<file path="src/rtl/morse_shift_ctrl_pkg.sv">
// Shared types and constants for the Morse shift-chain controller:
// FSM state encoding, letter patterns and default sizing.
package morse_shift_ctrl_pkg;

    localparam int DEFAULT_WIDTH    = 14;
    localparam int DEFAULT_TICK_DIV = 25000000;

    // Widest pattern (C) is 11 bits; entries are stored padded to the default chain length.
    localparam int PAT_W = 14;

    typedef enum logic [1:0] {
        ST_IDLE = 2'd0,
        ST_LOAD = 2'd1,
        ST_RUN  = 2'd2,
        ST_DONE = 2'd3
    } state_e;

    typedef enum logic [2:0] {
        LTR_A = 3'd0,
        LTR_B = 3'd1,
        LTR_C = 3'd2,
        LTR_D = 3'd3,
        LTR_E = 3'd4,
        LTR_F = 3'd5,
        LTR_G = 3'd6,
        LTR_H = 3'd7
    } letter_e;

    // Bit 0 is the first symbol on the wire: dot=1, dash=111, gap=0.
    localparam logic [PAT_W-1:0] PAT_A = 14'h001D;
    localparam logic [PAT_W-1:0] PAT_B = 14'h0157;
    localparam logic [PAT_W-1:0] PAT_C = 14'h05D7;
    localparam logic [PAT_W-1:0] PAT_D = 14'h0057;
    localparam logic [PAT_W-1:0] PAT_E = 14'h0001;
    localparam logic [PAT_W-1:0] PAT_F = 14'h0175;
    localparam logic [PAT_W-1:0] PAT_G = 14'h0177;
    localparam logic [PAT_W-1:0] PAT_H = 14'h0055;

    function automatic logic [PAT_W-1:0] pattern_of(input logic [2:0] letter);
        logic [PAT_W-1:0] pat;
        pat = '0;
        case (letter_e'(letter))
            LTR_A:   pat = PAT_A;
            LTR_B:   pat = PAT_B;
            LTR_C:   pat = PAT_C;
            LTR_D:   pat = PAT_D;
            LTR_E:   pat = PAT_E;
            LTR_F:   pat = PAT_F;
            LTR_G:   pat = PAT_G;
            LTR_H:   pat = PAT_H;
            default: pat = '0;
        endcase
        return pat;
    endfunction

endpackage

</file>
<file path="src/rtl/morse_shift_ctrl_rate_divider.sv">
// Modulo-TICK_DIV counter that advances while enabled, clears on demand,
// and flags the last count of each period with a one-cycle tick.
module morse_shift_ctrl_rate_divider
    import morse_shift_ctrl_pkg::*;
#(
    parameter int TICK_DIV = DEFAULT_TICK_DIV
) (
    input  logic clk,
    input  logic reset_n,
    input  logic clr,
    input  logic en,
    output logic tick
);

    localparam int CNT_W = (TICK_DIV > 1) ? $clog2(TICK_DIV) : 1;
    localparam logic [CNT_W-1:0] CNT_LAST = CNT_W'(TICK_DIV - 1);

    logic [CNT_W-1:0] cnt_q;
    logic [CNT_W-1:0] cnt_d;

    assign tick = en && (cnt_q == CNT_LAST);

    always_comb begin
        cnt_d = cnt_q;
        if (clr) begin
            cnt_d = '0;
        end else if (en) begin
            cnt_d = tick ? '0 : cnt_q + 1'b1;
        end
    end

    always_ff @(posedge clk or negedge reset_n) begin
        if (!reset_n) begin
            cnt_q <= '0;
        end else begin
            cnt_q <= cnt_d;
        end
    end

endmodule

</file>
<file path="src/rtl/morse_shift_ctrl.sv">
// Drives a WIDTH-long shift chain with a Morse letter pattern: one parallel
// load, then WIDTH evenly paced shift pulses, then a done pulse.
module morse_shift_ctrl
    import morse_shift_ctrl_pkg::*;
#(
    parameter int WIDTH    = DEFAULT_WIDTH,
    parameter int TICK_DIV = DEFAULT_TICK_DIV
) (
    input  logic             clk,
    input  logic             reset_n,
    input  logic             start,
    input  logic [2:0]       sel,
    output logic [WIDTH-1:0] load_val,
    output logic             load_n,
    output logic             shift,
    output logic             fill,
    output logic             busy,
    output logic             done
);

    localparam int BIT_W = $clog2(WIDTH + 1);
    localparam logic [BIT_W-1:0] BIT_LAST = BIT_W'(WIDTH - 1);

    state_e           state_q;
    state_e           state_d;
    logic [WIDTH-1:0] load_val_q;
    logic [WIDTH-1:0] load_val_d;
    logic [BIT_W-1:0] bit_cnt_q;
    logic [BIT_W-1:0] bit_cnt_d;

    logic div_clr;
    logic div_en;
    logic tick;

    assign div_clr = (state_q == ST_LOAD);
    assign div_en  = (state_q == ST_RUN);

    morse_shift_ctrl_rate_divider #(
        .TICK_DIV (TICK_DIV)
    ) u_rate_divider (
        .clk     (clk),
        .reset_n (reset_n),
        .clr     (div_clr),
        .en      (div_en),
        .tick    (tick)
    );

    // The pattern itself is captured on acceptance, so it is already valid
    // during the LOAD cycle and stays put until the next accepted start.
    always_comb begin
        state_d    = state_q;
        load_val_d = load_val_q;
        bit_cnt_d  = bit_cnt_q;
        case (state_q)
            ST_IDLE: begin
                if (start) begin
                    load_val_d = WIDTH'(pattern_of(sel));
                    state_d    = ST_LOAD;
                end
            end
            ST_LOAD: begin
                bit_cnt_d = '0;
                state_d   = ST_RUN;
            end
            ST_RUN: begin
                if (tick) begin
                    bit_cnt_d = bit_cnt_q + 1'b1;
                    if (bit_cnt_q == BIT_LAST) begin
                        state_d = ST_DONE;
                    end
                end
            end
            ST_DONE: begin
                state_d = ST_IDLE;
            end
            default: begin
                state_d = ST_IDLE;
            end
        endcase
    end

    always_comb begin
        load_n = 1'b1;
        shift  = 1'b0;
        busy   = 1'b0;
        done   = 1'b0;
        case (state_q)
            ST_LOAD: begin
                load_n = 1'b0;
                busy   = 1'b1;
            end
            ST_RUN: begin
                busy  = 1'b1;
                shift = tick;
            end
            ST_DONE: begin
                done = 1'b1;
            end
            default: begin
                load_n = 1'b1;
            end
        endcase
    end

    assign load_val = load_val_q;
    assign fill     = 1'b0;

    always_ff @(posedge clk or negedge reset_n) begin
        if (!reset_n) begin
            state_q    <= ST_IDLE;
            load_val_q <= '0;
            bit_cnt_q  <= '0;
        end else begin
            state_q    <= state_d;
            load_val_q <= load_val_d;
            bit_cnt_q  <= bit_cnt_d;
        end
    end

endmodule

</file>
<file path="config.mk">
export PLATFORM = sky130hd
export DESIGN_NAME = morse_shift_ctrl
export DESIGN_NICKNAME = d
export VERILOG_FILES = /design/src/rtl/morse_shift_ctrl_pkg.sv /design/src/rtl/morse_shift_ctrl_rate_divider.sv /design/src/rtl/morse_shift_ctrl.sv
export SDC_FILE = /design/constraint.sdc
export NUM_CORES = 1
export LEC_CHECK = 0
export CAP_MARGIN = 0
export CORE_UTILIZATION = 30
export DETAILED_ROUTE_END_ITERATION = 10
export GPL_ROUTABILITY_DRIVEN = 0
export GPL_TIMING_DRIVEN = 0
export SYNTH_ARGS = -nofsm -noshare
export SYNTH_HDL_FRONTEND = slang
export SYNTH_SLANG_ARGS = --single-unit
</file>
<file path="constraint.sdc">
create_clock -name clk -period 4.79 [get_ports clk]
set_input_delay 1.437 -clock clk [delete_from_list [all_inputs] [get_ports clk]]
set_output_delay 1.437 -clock clk [all_outputs]
set_load 0.02 [all_outputs]
</file>
## Word-level counts from Yosys, hierarchy flattened

Memories as Yosys holds them, arrays and structs flattened. A register that Yosys moved wholly into a read port is not among the register bits.
Index checks and enable logic that the tools add are counted.

| operators by class | value |
|---|---|
| $add $sub $neg | 2 |
| equal/unequal tests | 8 |
| muxes and demuxes | 13 |
| reductions and logical operators | 8 |

Operators by type and width:

| kind | number |
|---|---|
| $mux 25 | 3 |
| $add 25x1->25 const B | 1 |
| $eq 25x25->1 const B | 1 |
| $pmux 2 s4 | 1 |
| $pmux 4 s2 | 1 |
| $mux 2 | 3 |
| $ne 2x2->1 const B | 3 |
| $add 4x1->4 const B | 1 |
| $eq 2x2->1 const B | 2 |
| $eq 4x4->1 const B | 1 |
| $mux 1 | 4 |
| $mux 4 | 1 |
| $reduce_and 2->1 | 2 |
| $reduce_and 3->1 | 1 |
| $eq 2x1->1 const B | 1 |
| $logic_not 2->1 | 1 |
| $reduce_bool 2->1 | 1 |
| $reduce_or 2->1 | 1 |
| $logic_and 1x1->1 | 1 |
| $logic_not 1->1 | 1 |

| word-level totals | value |
|---|---|
| bits in registers | 45 |
| memory bits (read-only) | 72 |
| output and inout bits | 19 |
| word-level logic and storage cells | 36 |
| memories | 1 |

Memories:

| name | depth | width | read ports | clocked after Yosys merged registers in | wr ports | line | text |
|---|---|---|---|---|---|---|---|
| (no name shown) | 8 | 9 | 1 | 1 | 0 | morse_shift_ctrl_pkg.sv:42 | `case (letter_e'(letter))` |

## Logic depth before layout (Yosys ltp)

| logic depth | value |
|---|---|
| depth after elaboration | 5 |
| depth in mapped cells | 9 |
| mapped depth without buffers | 7 |

## Hierarchy

Synthesis repeated with hierarchy kept, for this count alone.

| second synthesis, totals | value |
|---|---|
| cell total of the unflattened synthesis | 226 |
| area, all modules | 2277.2 µm² |

Modules (own cells, without submodules):

| module | times used | cells an instance | area each (µm²) | sequential area each (µm²) |
|---|---|---|---|---|
| morse_shift_ctrl_rate_divider | 1 | 148 | 1427.6 | 625.6 |
| morse_shift_ctrl | 1 | 78 | 849.6 | 350.3 |

## Worst setup path before layout

No wires, ideal clock.

| path | value |
|---|---|
| path kind | register to output |
| from | register u_rate_divider.cnt_q[0] |
| to | output shift |
| arrival | 1506 ps |
| data required time | 3353 ps |
| setup slack | 1847 ps |
| cell stages (with the launch flop) | 5 |
| path buffers | 0 |
| path through | dfrtp_1 > ha_1 > nand4_4 > nor4_4 > and4_1 |

| on the way | value |
|---|---|
| cells in the longest elaborated chain, start to end | 3 |

RTL lines:

| element | line | text |
|---|---|---|
| from (decl) | morse_shift_ctrl_rate_divider.sv:18 | `logic [CNT_W-1:0] cnt_q;` |
| from (signal assigned) | morse_shift_ctrl_rate_divider.sv:36 | `cnt_q <= cnt_d;` |
| $eq 25x25->1 | morse_shift_ctrl_rate_divider.sv:21 | `assign tick = en && (cnt_q == CNT_LAST);` |
| $logic_and 1x1->1 | morse_shift_ctrl_rate_divider.sv:21 |  |
| $mux 1 | morse_shift_ctrl.sv:87 | `case (state_q)` |
| to (decl) | morse_shift_ctrl.sv:15 | `output logic shift,` |

Every way passes these cells.

## Worst setup path in the final report

Same ends and word-level chain as after synthesis.

==> impl_metrics.sql <==
INSERT INTO impl_metrics (metric_group, metric, value, unit) VALUES
('synth', 'yosys.cell_count.top_type', 'sky130_fd_sc_hd__dfrtp_1', ''),
('clock_network', 'number_of_setup_buffers_added_after_cts', '0', ''),
('layout', 'flow.area_growth_from_synthesis', '19.9', '%'),
('power_and_ir_drop', 'leakagePower', '1.31', 'nW'),
('clock_network', 'cts-hold-fix-buffers', '0', ''),
('synth', 'synth_adder_area_share', '5.83', '%'),
('timing', 'clock.fmax', '252', 'MHz'),
('detailed_routing', 'drtAntennaViolNets', '0', ''),
('synth', 'asyncSetResetFlopFracSynth', '100', '%'),
('synth', 'post_synth_num_cell_types', '43', ''),
('clock_network', 'clock_tree.root_cell', 'sky130_fd_sc_hd__clkbuf_8', ''),
('power_and_ir_drop', 'power.density', '229', 'mW/mm2'),
('critical_path', 'worstSetupPathType', 'reg2out', ''),
('critical_path', 'regToRegEndpoint', 'u_rate_divider.cnt_q[17]', ''),
('clock_network', 'cts.sinks', '39', ''),
('synth', 'post-synth-top-area-cell', 'sky130_fd_sc_hd__dfrtp_1', ''),
('power_and_ir_drop', 'switching_power', '0.142', 'mW'),
('critical_path', 'crit_path_start_kind', 'flip-flop', ''),
('clock_network', 'tritoncts.num_buffers', '5', ''),
('detailed_routing', 'finalWirelength', '5300', 'um'),
('grt', 'global_route.peak_usage_layer', 'met2', ''),
('place', 'place.port_buffers', '19', ''),
('timing', 'unrepaired_setup_endpoints_after_global_routing', 'false', ''),
('power_and_ir_drop', 'switching_share', '21.9', '%'),
('synth', 'yosysSeqAreaShare', '41.3', '%'),
('critical_path', 'rr_worst_depth', '5', ''),
('die', 'chipWidth', '90.7', 'um'),
('timing', 'setup-tns-final', '0', 'ps'),
('layout', 'nNetsFinal', '305', ''),
('timing', 'worst-slew-pin-transition', '963', 'ps'),
('clock_network', 'tritoncts', 'done', ''),
('synth', 'yosys_most_used_dff', 'sky130_fd_sc_hd__dfrtp_1', ''),
('hold_path', 'hold_path.startpoint', 'load_val[0]', ''),
('power_and_ir_drop', 'internal_power', '0.507', 'mW'),
('detailed_routing', 'drt_first_pass_iters', '4', ''),
('power_and_ir_drop', 'p_comb_share', '3.7', '%'),
('grt', 'grt_usage', '14.3', '%'),
('synth', 'dominant_combinational_cell_family_by_area_after_synthesis', 'simple AND/OR/NAND/NOR gates', ''),
('grt', 'grt_pass1_wl', '9470', 'um'),
('die', 'overall_die_area', '0.00823', 'mm2'),
('die', 'floorplan.initialDensity', '31.7', '%'),
('synth', 'synth_warnings', '0', ''),
('power_and_ir_drop', 'vdd.ir_drop.worst', '0.122', 'mV'),
('synth', 'synth.mux.area_fraction', '3.02', '%'),
('critical_path', 'crit-reg2reg-launch', 'u_rate_divider.cnt_q[0]', ''),
('synth', 'ys_top_cells_by_area', 'sky130_fd_sc_hd__dfrtp_1 41%, sky130_fd_sc_hd__ha_1 5.8%, sky130_fd_sc_hd__nand2_1 4.4%', ''),
('place', 'detailed_place_hpwl', '3820', 'um'),
('timing', 'worst_clock_skew', '7.78', 'ps'),
('timing', 'maxSlewViolCount', '0', ''),
('synth', 'synth_enable_flop_cells', '0', ''),
('power_and_ir_drop', 'seq_power_share', '50.6', '%'),
('die', 'die_outline_height', '90.7', 'um'),
('synth', 'synth_top_cells_by_count', '39 x sky130_fd_sc_hd__dfrtp_1, 28 x sky130_fd_sc_hd__nand2_1, 18 x sky130_fd_sc_hd__o21ai_0', ''),
('clock_network', 'cts.clk_slew.worst_paths', '90', 'ps'),
('hold_path', 'whs_path_depth', '1', ''),
('detailed_routing', 'route.detailed.wl_per_inst', '13.7', 'um'),
('clock_network', 'worst_skew_pair.late_latency', '300', 'ps'),
('timing', 'final.hold.worst_slack', '477', 'ps'),
('critical_path', 'timing.critical_path.to_type', 'output pin', ''),
('run_status', 'status', 'completed', ''),
('grt', 'grt_start_max_net_pins', '23', ''),
('synth', 'syn-cell-area', '0.00236', 'mm2'),
('detailed_routing', 'via_count', '2008', ''),
('clock_network', 'cts-htree-levels', '2', ''),
('layout', 'drive_above_1_share', '8.65', '%'),
('timing', 'min_period_over_period', '82.7', '%'),
('timing', 'setup_viol', '0', ''),
('synth', 'synth-simple-area-share', '27.1', '%'),
('grt', 'grt_antenna_before_repair', '0', ''),
('power_and_ir_drop', 'power.share.clock', '45.7', '%'),
('grt', 'gr-total-overflow', '0', '');
[logic make-up (layout without fill, tap and decap cells)]
family / Yosys count / in the layout
AO/OA/AOI/OAI: 55 / 55
XOR/XNOR: 2 / 2
adder cells (fa/ha/maj): 11 / 11
buffers and inverters: 32 / 60
flip-flops: 39 / 39
multiplexers: 7 / 7
other: 1 / 5
AND/OR/NAND/NOR: 110 / 110
[flip-flops by register name, indices dropped and copies added (netlist names)]
| register | cells |
|---|---|
| u_rate_divider.cnt_q | 25 |
| load_val | 8 |
| bit_cnt_q | 4 |
| state_q | 2 |
[power groups by stage]
stage	Sequential (mW)	Combinational, mW	Clock (mW)
2_1_floorplan	0.336	0.00980	0
3_3_place_gp	0.336	0.0220	0
3_5_place_dp	0.335	0.0245	0
4_1_cts	0.329	0.0246	0.302
5_1_grt	0.329	0.0274	0.318
6_report	0.329	0.0238	0.297
[worst max path at each step]
| stage | from | endpoint | slack, ps |
|---|---|---|---|
| finish | u_rate_divider.cnt_q[0] | shift | 830 |
| global route | u_rate_divider.cnt_q[0] | shift | 700 |
| CTS | u_rate_divider.cnt_q[0] | shift | 840 |
| detailed placement | u_rate_divider.cnt_q[0] | shift | 1180 |
| global placement | u_rate_divider.cnt_q[0] | shift | 1220 |
| floorplan | u_rate_divider.cnt_q[0] | shift | 1850 |
[cell type report]
cell class,count,area [um2]
Buffer,17,96.3
Clock buffer,6,82.6
Clock inverter,2,35.0
Fill cell,781,4620
Inverter,15,56.3
Multi-Input combinational cell,190,1250
Sequential cell,39,976
Tap cell,99,124
Timing Repair Buffer,20,213
[cells in the final DEF, fill, tap and decap left out, types with 4 or more instances in the layout]
master and n:
sky130_fd_sc_hd__nor4_1 7, sky130_fd_sc_hd__mux2i_1 6, sky130_fd_sc_hd__a21oi_1 7, sky130_fd_sc_hd__nor3b_1 4, sky130_fd_sc_hd__clkbuf_8 6, sky130_fd_sc_hd__nand2_1 28, sky130_fd_sc_hd__buf_4 8, sky130_fd_sc_hd__clkbuf_1 7
sky130_fd_sc_hd__and3_1 4, sky130_fd_sc_hd__dfrtp_1 39, sky130_fd_sc_hd__nor3_1 12, sky130_fd_sc_hd__conb_1 5, sky130_fd_sc_hd__nor2b_1 4, sky130_fd_sc_hd__or3_1 8, sky130_fd_sc_hd__nand4_1 7, sky130_fd_sc_hd__inv_1 15
sky130_fd_sc_hd__nand3_1 16, sky130_fd_sc_hd__clkdlybuf4s50_1 18, sky130_fd_sc_hd__a21o_1 13, sky130_fd_sc_hd__ha_1 11, sky130_fd_sc_hd__nor2_1 6, sky130_fd_sc_hd__o21ai_0 18
[critical path: stages (launching register included)]
cell                              delay (ps)
sky130_fd_sc_hd__dfrtp_1                 410
sky130_fd_sc_hd__ha_1                    270
sky130_fd_sc_hd__nand4_4                 210
sky130_fd_sc_hd__nor4_4                  460
sky130_fd_sc_hd__and4_1                  260
sky130_fd_sc_hd__clkdlybuf4s50_1         600
[metal layers]
metal / wire length [um] / vias to the layer above
li1: - / 987
met1: 2610 / 961
met2: 2360 / 50
met3: 248 / 10
met4: 85 / 0
met5: 0 / -
[stage by stage]
stage / total power [mW] / instances / util, % / setup WS (ps) / cell area [um2]
after floorplan: 0.345 / 261 / - / 1850 / 2380
after global placement: 0.358 / 379 / 36.1 / 1220 / 2690
after detailed placement: 0.360 / 380 / 36.4 / 1180 / 2710
after CTS: 0.656 / 388 / 38.0 / 840 / 2830
after global routing: 0.674 / 388 / 38.0 / 696 / 2830
final: 0.650 / 388 / 38.0 / 828 / 2830
Note: power is estimated with default switching activity, not from simulation.
==> patch: new RTL, same flow settings <==
Change the package constant `DEFAULT_TICK_DIV` from 25000000 to 6250000.
--- a/src/rtl/morse_shift_ctrl_pkg.sv
+++ b/src/rtl/morse_shift_ctrl_pkg.sv
@@ -3,7 +3,7 @@
 package morse_shift_ctrl_pkg;
 
     localparam int DEFAULT_WIDTH    = 14;
-    localparam int DEFAULT_TICK_DIV = 25000000;
+    localparam int DEFAULT_TICK_DIV = 6250000;
 
     // Widest pattern (C) is 11 bits; entries are stored padded to the default chain length.
     localparam int PAT_W = 14;
Function: no difference found for any inputs over 10 cycles, from zero or initial values and one cycle with reset_n low; that may be too few to reach the edited logic, so the function may still have changed.
==> patch against the original RTL <==
Final cell count down 8.5%; worst setup slack gained 29 ps; final area is 8.4% lower; register-to-register slack improved by 70 ps; sequential cell count shrank 2; worst hold slack better by 4.7 ps; synthesized area is 8.6% lower; count of clock-buffer cells in the layout shrank 1; synthesized cell count fell by 11%; wire length decreased by 19%; die area down 8.4%.
Power is not compared: it rests on default switching activity, and its combinational part moved more than twofold at a synthesized area within 25%.
==> patch: results <==
final_layout:
  seqCellArea_um2: 926
  largest_reg_flops: 23
  n_clock_buffer: 5
  syn_to_final_growth_pct: 20.2
  drive_gt1_frac: 0.116
  buf_share: 0.107
  buffers: 34
  multi_input_gates: 167
  fillers: 723
  nonClockInverterCount: 13
  finalNetCount: 275
  multi_input_area_share: 0.426
sta:
  fin_skew_ps: 10.4
  hold-worst-slack_ps: 482
  slew_headroom: 0.433
global_routing:
  grt_max_degree: 38
  grt_use_met2: 0.199
  grt_pass1_wl_um: 7500
  grtUsageMet3: 0.0343
  grt_usage: 0.128
synth:
  ys_seq_elements: 37
  ys_top_cells_by_count: "37 x dfrtp_1, 26 x nand2_1, 13 x inv_1, 13 x nor2_1"
  synthXorXnorAreaFrac: 0.0365
  synthAdderAreaFrac: 0.0638
  synth_compound_area_frac: 0.125
  synth_area_leaders: "dfrtp_1 43%, ha_1 6.4%, nand2_1 4.5%"
  syn_avg_cell_area_um2: 9.47
  synth-seq-area-share: 0.429
placement:
  hpwlAfterDp_um: 3060
  placed_area_um2: 2480
  dp_slack_ps: 1170
routing:
  wire_per_inst_um: 12.1
  viasPerCell: 4.91
  drt_iter0_drc: 111
setup_path:
  max_stage_delay_ps: 650
  cp.arrival_ps: 2500
  reg2reg_from: "state_q[0]"
  r2r_end: "u_rate_divider.cnt_q[22]"
status:
  outcome: "complete, no violations"
[patch: cell types whose count changed after synthesis, moves of 6 or more]
cell,change
a21o_1,-12
nor2_1,+7
nor3_1,-10
o21ai_0,-6
or4_1,+9
[patch: metal layers]
layer / part of all wire / vias up
li1: - / 870
met1: 0.48 / 837
met2: 0.47 / 29
met3: 0.039 / 6
met4: 0.016 / 0
met5: 0 / -
[patch: worst max path at each step]
stage	startpoint	end	slack [ps]
CTS	u_rate_divider.cnt_q[0]	shift	820
detailed placement	u_rate_divider.cnt_q[0]	shift	1170
finish	u_rate_divider.cnt_q[0]	shift	860
global route	u_rate_divider.cnt_q[0]	shift	730
floorplan	u_rate_divider.cnt_q[0]	shift	1680
global placement	u_rate_divider.cnt_q[0]	shift	1200
[patch: power breakdown]
group,leakage (µW),internal [µW],switching [µW]
clock,0.0000543,156,126
sequential,0.000488,372,54.0
combinational,0.000562,230,299
